--- src/rtl/ioctl_pkg.sv ---
// Shared types and constants for the ioctl upload path.
package ioctl_pkg;

  typedef enum logic [1:0] {
    ST_IDLE,
    ST_REQ,
    ST_ACTIVE,
    ST_FETCH
  } upload_state_t;

  // Byte returned for reads past the end of the upload.
  localparam logic [7:0] PAD_BYTE     = 8'hFF;
  // Byte returned when core memory never acknowledges a read.
  localparam logic [7:0] TIMEOUT_BYTE = 8'hEE;

endpackage

--- src/rtl/ioctl_upload_server.sv ---
// Serves hps_io upload reads from core memory: requests an upload, then
// answers each ioctl_rd with a fetched byte, a pad byte or a timeout byte.
module ioctl_upload_server
  import ioctl_pkg::*;
#(
  parameter int unsigned ADDR_W       = 14,
  parameter logic [7:0]  UPLOAD_INDEX = 8'd2,
  parameter int unsigned TIMEOUT      = 255
) (
  input  logic              clk_sys,
  input  logic              reset,
  input  logic              upload_start,
  input  logic [ADDR_W:0]   upload_size,
  output logic              upload_req,
  input  logic              ioctl_upload,
  input  logic [7:0]        ioctl_index,
  input  logic [24:0]       ioctl_addr,
  input  logic              ioctl_rd,
  output logic [7:0]        ioctl_din,
  output logic              ioctl_wait,
  output logic [ADDR_W-1:0] mem_addr,
  output logic              mem_rd,
  input  logic [7:0]        mem_data,
  input  logic              mem_ack,
  output logic              busy,
  output logic              err
);

  localparam int unsigned CNT_W = (TIMEOUT > 1) ? $clog2(TIMEOUT) : 1;
  localparam logic [CNT_W-1:0] CNT_LAST = CNT_W'(TIMEOUT - 1);

  upload_state_t     state, state_n;
  logic [ADDR_W:0]   size_q, size_n;
  logic [CNT_W-1:0]  cnt, cnt_n;
  logic [7:0]        din_n;
  logic              wait_n, mem_rd_n, err_n;
  logic [ADDR_W-1:0] mem_addr_n;

  assign busy = (state != ST_IDLE);

  // State and all outputs are registered; reset clears everything.
  always_ff @(posedge clk_sys) begin
    if (reset) begin
      state      <= ST_IDLE;
      size_q     <= '0;
      cnt        <= '0;
      upload_req <= 1'b0;
      ioctl_din  <= '0;
      ioctl_wait <= 1'b0;
      mem_addr   <= '0;
      mem_rd     <= 1'b0;
      err        <= 1'b0;
    end else begin
      state      <= state_n;
      size_q     <= size_n;
      cnt        <= cnt_n;
      upload_req <= (state_n == ST_REQ);
      ioctl_din  <= din_n;
      ioctl_wait <= wait_n;
      mem_addr   <= mem_addr_n;
      mem_rd     <= mem_rd_n;
      err        <= err_n;
    end
  end

  // Next-state and next-output logic.
  always_comb begin
    state_n    = state;
    size_n     = size_q;
    cnt_n      = cnt;
    din_n      = ioctl_din;
    wait_n     = ioctl_wait;
    mem_addr_n = mem_addr;
    mem_rd_n   = mem_rd;
    err_n      = err;
    case (state)
      ST_IDLE: begin
        if (upload_start) begin
          size_n  = upload_size;
          err_n   = 1'b0;
          state_n = ST_REQ;
        end
      end
      ST_REQ: begin
        if (ioctl_upload && (ioctl_index == UPLOAD_INDEX)) state_n = ST_ACTIVE;
      end
      ST_ACTIVE: begin
        // ACTIVE is only entered with ioctl_upload high, so a low level here
        // is the falling edge that ends the transfer.
        if (!ioctl_upload) begin
          state_n  = ST_IDLE;
          mem_rd_n = 1'b0;
          wait_n   = 1'b0;
        end else if (ioctl_rd) begin
          if (ioctl_addr < 25'(size_q)) begin
            mem_addr_n = ioctl_addr[ADDR_W-1:0];
            mem_rd_n   = 1'b1;
            wait_n     = 1'b1;
            cnt_n      = '0;
            state_n    = ST_FETCH;
          end else begin
            din_n = PAD_BYTE;
          end
        end
      end
      ST_FETCH: begin
        if (!ioctl_upload) begin
          state_n  = ST_IDLE;
          mem_rd_n = 1'b0;
          wait_n   = 1'b0;
        end else begin
          if (ioctl_rd) err_n = 1'b1;
          if (mem_ack) begin
            din_n    = mem_data;
            mem_rd_n = 1'b0;
            wait_n   = 1'b0;
            state_n  = ST_ACTIVE;
          end else if (cnt == CNT_LAST) begin
            din_n    = TIMEOUT_BYTE;
            err_n    = 1'b1;
            mem_rd_n = 1'b0;
            wait_n   = 1'b0;
            state_n  = ST_ACTIVE;
          end else begin
            cnt_n = cnt + 1'b1;
          end
        end
      end
      default: state_n = ST_IDLE;
    endcase
  end

endmodule

--- config.mk ---
export PLATFORM = sky130hd
export DESIGN_NAME = ioctl_upload_server
export DESIGN_NICKNAME = d
export VERILOG_FILES = /design/src/rtl/ioctl_pkg.sv /design/src/rtl/ioctl_upload_server.sv
export SDC_FILE = /design/constraint.sdc
export NUM_CORES = 1
export LEC_CHECK = 0
export BUFFER_PORTS_ARGS = -buffer_cell sky130_fd_sc_hd__buf_4
export CAP_MARGIN = 25
export CELL_PAD_IN_SITES_DETAIL_PLACEMENT = 0
export CELL_PAD_IN_SITES_GLOBAL_PLACEMENT = 1
export CORE_MARGIN = 1.5
export CORE_UTILIZATION = 37
export DETAILED_ROUTE_END_ITERATION = 7
export PLACE_DENSITY_LB_ADDON = 0.15
export RECOVER_POWER = 25
export SYNTH_ARGS = -nofsm -noshare
export SYNTH_HDL_FRONTEND = slang
export SYNTH_SLANG_ARGS = --single-unit
--- constraint.sdc ---
create_clock -name clk_sys -period 2.9 [get_ports clk_sys]
set_clock_uncertainty 0.2 [all_clocks]
set_input_delay 0 -clock clk_sys [delete_from_list [all_inputs] [get_ports clk_sys]]
set_output_delay 0 -clock clk_sys [all_outputs]
set_load 0.02 [all_outputs]
Word level (Yosys, flattened, before mapping)
Index checks and enable logic that the tools add are counted.
Cells by class
  reduce and logical (&&, ||, !) cells: 11
  $lt $le $gt $ge: 1
  $add $sub $neg: 1
  mux-type cells: 36
  equality and inequality tests: 18
Operator list (count)
  $mux W8: 12
  $pmux W8 S2: 2
  $lt A25 B15 Y1: 1
  $mux W2: 8
  $ne A2 B2 Y1 const B: 8
  $mux W1: 11
  $ne A3 B3 Y1 const B: 3
  $add A8 B1 Y8 const B: 1
  $eq A8 B2 Y1 const B: 1
  $eq A8 B8 Y1 const B: 1
  $pmux W2 S4: 1
  $reduce_and A4 Y1: 2
  $reduce_and A7 Y1: 1
  $reduce_and A6 Y1: 1
  $reduce_bool A2 Y1: 3
  $eq A2 B1 Y1 const B: 2
  $eq A2 B2 Y1 const B: 2
  $ne A4 B4 Y1 const B: 1
  $pmux W1 S2: 2
  $reduce_and A3 Y1: 1
  $logic_not A2 Y1: 1
  $reduce_and A2 Y1: 1
  $logic_and A1 B1 Y1: 1
Word-level totals
  register bits: 50
  output and inout bits: 27
  bits of input ports: 62
  word-level logic and storage cells: 75

Longest topological paths before layout
  word-level depth: 6
  depth in mapped cells: 8
  mapped depth without buffers: 7

Least setup slack after synthesis
OpenSTA, ideal clock, no wires.
  kind: register -> register
  start point: register size_q[4]
  end point: register mem_addr[10]
  data required time: 2.628 ns
  arrival: 1.914 ns
  path buffers: 1
  stages on the path, launching flop included: 9
  period minus slack after synthesis: 2.185 ns
  path slack: 0.715 ns
  path through: dfxtp_1 -> inv_1 -> ha_1 -> a211oi_1 -> o211ai_1 -> a21o_1 -> a211oi_4 -> buf_8 -> mux2i_1
Between the ends
  cells in the longest elaborated chain, start to end: 2
Ends and longest elaborated chain
  from (decl): line ioctl_upload_server.sv:33  | logic [ADDR_W:0] size_q, size_n;
  from (signal assigned): line ioctl_upload_server.sv:55  | size_q <= size_n;
  $lt A25 B15 Y1: line ioctl_upload_server.sv:95  | if (ioctl_addr < 25'(size_q)) begin
  $reduce_and A4 Y1 (no line)
  to (signal assigned): line ioctl_upload_server.sv:60  | mem_addr <= mem_addr_n;
  to (decl): line ioctl_upload_server.sv:21  | output logic [ADDR_W-1:0] mem_addr,
Every way passes these cells.
A chain may end at the register's enable or synchronous reset.

Final worst setup path
  start point: register state[0]
  end point: register ioctl_din[2]
Between the ends
  cells in the longest elaborated chain, start to end: 3
  elaborated cells on any way between the ends: 10
  those cells by class: 7 x eq/ne; 1 x mux; 2 x reduce/logical
Ends and longest elaborated chain
  from (decl): line ioctl_upload_server.sv:32  | upload_state_t state, state_n;
  from (signal assigned): line ioctl_upload_server.sv:54  | state <= state_n;
  $eq A2 B2 Y1: line ioctl_upload_server.sv:76  | case (state)
  $ne A3 B3 Y1 (no line) (tied with other cells)
  $reduce_and A6 Y1 (no line)
  to (signal assigned): line ioctl_upload_server.sv:58  | ioctl_din <= din_n;
  to (decl): line ioctl_upload_server.sv:19  | output logic [7:0] ioctl_din,
Parallel ways exist; a longest one is shown, timed or not.

==> results.json <==
{
  "total_power_mw": 1.371,
  "routed_via_density": 4.945,
  "setup_viol": 0,
  "r2r_end": "ioctl_din[2]$_SDFFE_PP0P_",
  "area_delta_synth_final_pct": 41.38,
  "required_ns": 2.93,
  "grt_max_degree": 67,
  "cts.path.max_buffers": 2,
  "yosys.area.top_type": "dfxtp_1",
  "track_usage": 0.1779,
  "violations": "hold timing",
  "rows": 31,
  "nNetsFinal": 541,
  "leakage_nw": 1.530,
  "hold_viol": 2,
  "min_period_over_period": 0.9045,
  "cts_max_level": 2,
  "start_kind": "flop",
  "avgSynthCellArea_um2": 8.125,
  "hold_path_class": "in -> reg",
  "dpl.hpwl_mm": 5.072,
  "gp_congestion": 0.7546,
  "synth_area_leaders": "dfxtp_1, ha_1, nand2b_1",
  "pwr-share-comb": 0.174,
  "layout_min_cycle_time_ns": 2.623,
  "fin_area_mm2": 0.003929,
  "crit_fanout": 16,
  "crit_path_end_kind": "flop",
  "power_density_mw_per_mm2": 349.0,
  "first_pass_iters": 4,
  "ff_latch_area_mm2": 0.001001,
  "r2r_slack_ns": 0.28,
  "min_to": "size_q[2]$_SDFFE_PP0P_",
  "yosys.area.top_type_share": 0.3602,
  "r2r_start": "state[0]$_SDFF_PP0_",
  "wirelength_mm": 7.150,
  "grt_overflow": 0,
  "internal-power_mw": 1.026,
  "ys_seq_elements": 50,
  "multi_input_area_mm2": 0.001582,
  "crit_arrival_ns": 2.66,
  "synth_edf_count": 0,
  "clock-sinks": 50,
  "drc": 0,
  "clkPwrFrac": 0.309,
  "tns_ns": 0,
  "clkTransAtPathRegs_ns": 0.09,
  "antenna_found_initial": 0,
  "via_count": 2784,
  "design.die.area_mm2": 0.008040,
  "drt-wirelength-per-cell_um": 12.70,
  "holdWs_ns": -0.003353,
  "p_sw_frac": 0.2513,
  "syn_inst": 342,
  "fp.coreArea_mm2": 0.007253,
  "chipHeight_um": 89.67,
  "synthDistinctLibCells": 44,
  "ir_drop_uv": 201.2,
  "numCtsBuffers": 5,
  "async_flop_share": 0,
  "syn-cell-area_mm2": 0.002779,
  "critPathKind": "reg -> reg",
  "die_x_um": 89.67,
  "min_path_cells": 2,
  "post_cts_buffers": 0,
  "insertion_delay_ns": 0.30,
  "io_pins": 89,
  "synth_nets": 420,
  "p_switching_mw": 0.3446,
  "final_antenna_net_count": 0,
  "fmax_mhz": 381.2,
  "yosysSeqAreaShare": 0.3602,
  "placed_cell_area_mm2": 0.003495,
  "hold_start": "reset",
  "root_buffer": "clkbuf_8",
  "grt_pass1_vias": 2446,
  "slew_viol_final": 0,
  "cts_tree": "built",
  "insertedDiodeCount": 0,
  "ys_dominant_reg_cell": "dfxtp_1",
  "yosys_warnings": 0,
  "worst_pin_slew_ns": 0.7043,
  "cap_violations": 0,
  "grt_pass1_wl_mm": 11.16,
  "slew_headroom": 0.5261,
  "port_buffers": 88,
  "fill_cells": 733,
  "drt_iter0_drc": 52,
  "pwr-share-seq": 0.518,
  "reg2reg_depth": 7,
  "rsz0062_at_grt": "false",
  "drive_gt1_frac": 0.1853,
  "outcome": "finished, violations left",
  "start_util": 0.3831
}
==> stage by stage <==
step,setup slack [ns],utilization,std cells,hold slack (ns)
6_report,0.2770,0.5417,563,-0.003353
5_1_grt,0.04938,0.5417,563,0.03216
4_1_cts,0.2697,0.5515,563,0.004149
3_5_place_dp,0.6160,0.4818,514,0.06055
3_3_place_gp,0.6758,0.4818,514,0.04952
2_1_floorplan,0.7149,-,342,-0.06404
==> Yosys cell counts (2+ instances only) <==
cell type and n:
a211oi_1 10, a21oi_1 31, a22oi_1 6, a311oi_1 2, a31oi_1 7, a41o_1 2, a41oi_1 2, and2_1 8
and3_1 2, and4_1 2, buf_1 2, buf_4 3, clkbuf_1 11, dfxtp_1 50, ha_1 16, inv_1 28
mux2i_1 14, nand2_1 40, nand2b_1 28, nand3_1 12, nand4_1 6, nor2_1 15, nor3_1 8, nor4_1 4
nor4b_1 3, o21ai_0 12
==> power by group through the flow <==
stage | sequential (mW) | clock (mW) | combinational [mW]
2_1_floorplan | 0.723 | 0 | 0.104
3_3_place_gp | 0.726 | 0 | 0.196
3_5_place_dp | 0.726 | 0 | 0.199
4_1_cts | 0.710 | 0.443 | 0.241
5_1_grt | 0.713 | 0.468 | 0.267
6_report | 0.710 | 0.423 | 0.238
==> logic make-up after synthesis <==
| kind of cell | synth area share |
|---|---|
| flops | 0.3602 |
| buf+inv | 0.07069 |
| fa+ha+maj | 0.07204 |
| mux | 0.05043 |
| simple gates | 0.2485 |
| compound gates | 0.1981 |
==> worst max-delay path by stage <==
stage | startpoint | end | slack (ns) | cells after the start
2_1_floorplan | size_q[4]$_SDFFE_PP0P_ | mem_addr[10]$_SDFFE_PP0P_ | 0.71 | 8
3_3_place_gp | size_q[4]$_SDFFE_PP0P_ | mem_addr[8]$_SDFFE_PP0P_ | 0.68 | 8
3_5_place_dp | size_q[4]$_SDFFE_PP0P_ | mem_addr[1]$_SDFFE_PP0P_ | 0.62 | 8
4_1_cts | state[0]$_SDFF_PP0_ | ioctl_din[2]$_SDFFE_PP0P_ | 0.27 | 7
5_1_grt | state[0]$_SDFF_PP0_ | ioctl_din[2]$_SDFFE_PP0P_ | 0.05 | 7
6_report | state[0]$_SDFF_PP0_ | ioctl_din[2]$_SDFFE_PP0P_ | 0.28 | 7
==> worst max-delay path, cell delays in order, from the launching register on <==
cell and delay, ns:
dfxtp_1 0.48, inv_1 0.25, nor2_1 0.06, buf_4 0.17, a21oi_2 0.56, nand3_1 0.13, dlygate4sd3_1 0.58, o21ai_0 0.13
==> what timing repair did <==
action                                 4_1_cts  5_1_grt
endpoints found under the hold margin       40        0
hold buffers                                41        0
resized for setup                            0        0
==> area by class of cell <==
class                      count  area share
tap                           99     0.03153
sequential                    50      0.2548
timing repair buffer         132      0.2602
clock buffer                   6     0.02102
inverter                      28     0.02675
clock inverter                 2    0.003185
multi-input combinational    246      0.4025
==> placed cells by master (no fill, tap or decap), drive strengths merged, types with 14 or more instances in the layout <==
| cell | n |
|---|---|
| buf | 72 |
| dfxtp | 50 |
| dlygate4sd3 | 41 |
| nand2 | 40 |
| a21oi | 32 |
| inv | 28 |
| nand2b | 28 |
| clkbuf | 25 |
| ha | 16 |
| nor2 | 15 |
| mux2i | 14 |
==> per-layer routing <==
layer	vias up	global-route usage	routed length, µm
met5	-	0	0
li1	1445	-	-
met1	1273	0.2245	3253
met3	5	0.03565	327
met4	0	0.04196	65
met2	61	0.3114	3504
==> flip-flops by register name (all words and copies together) (netlist names) <==
name,flops
state,2
mem_rd,1
ioctl_din,8
cnt,8
mem_addr,14
upload_req,1
size_q,15
err,1
Note: power is estimated with default switching activity, not from simulation.
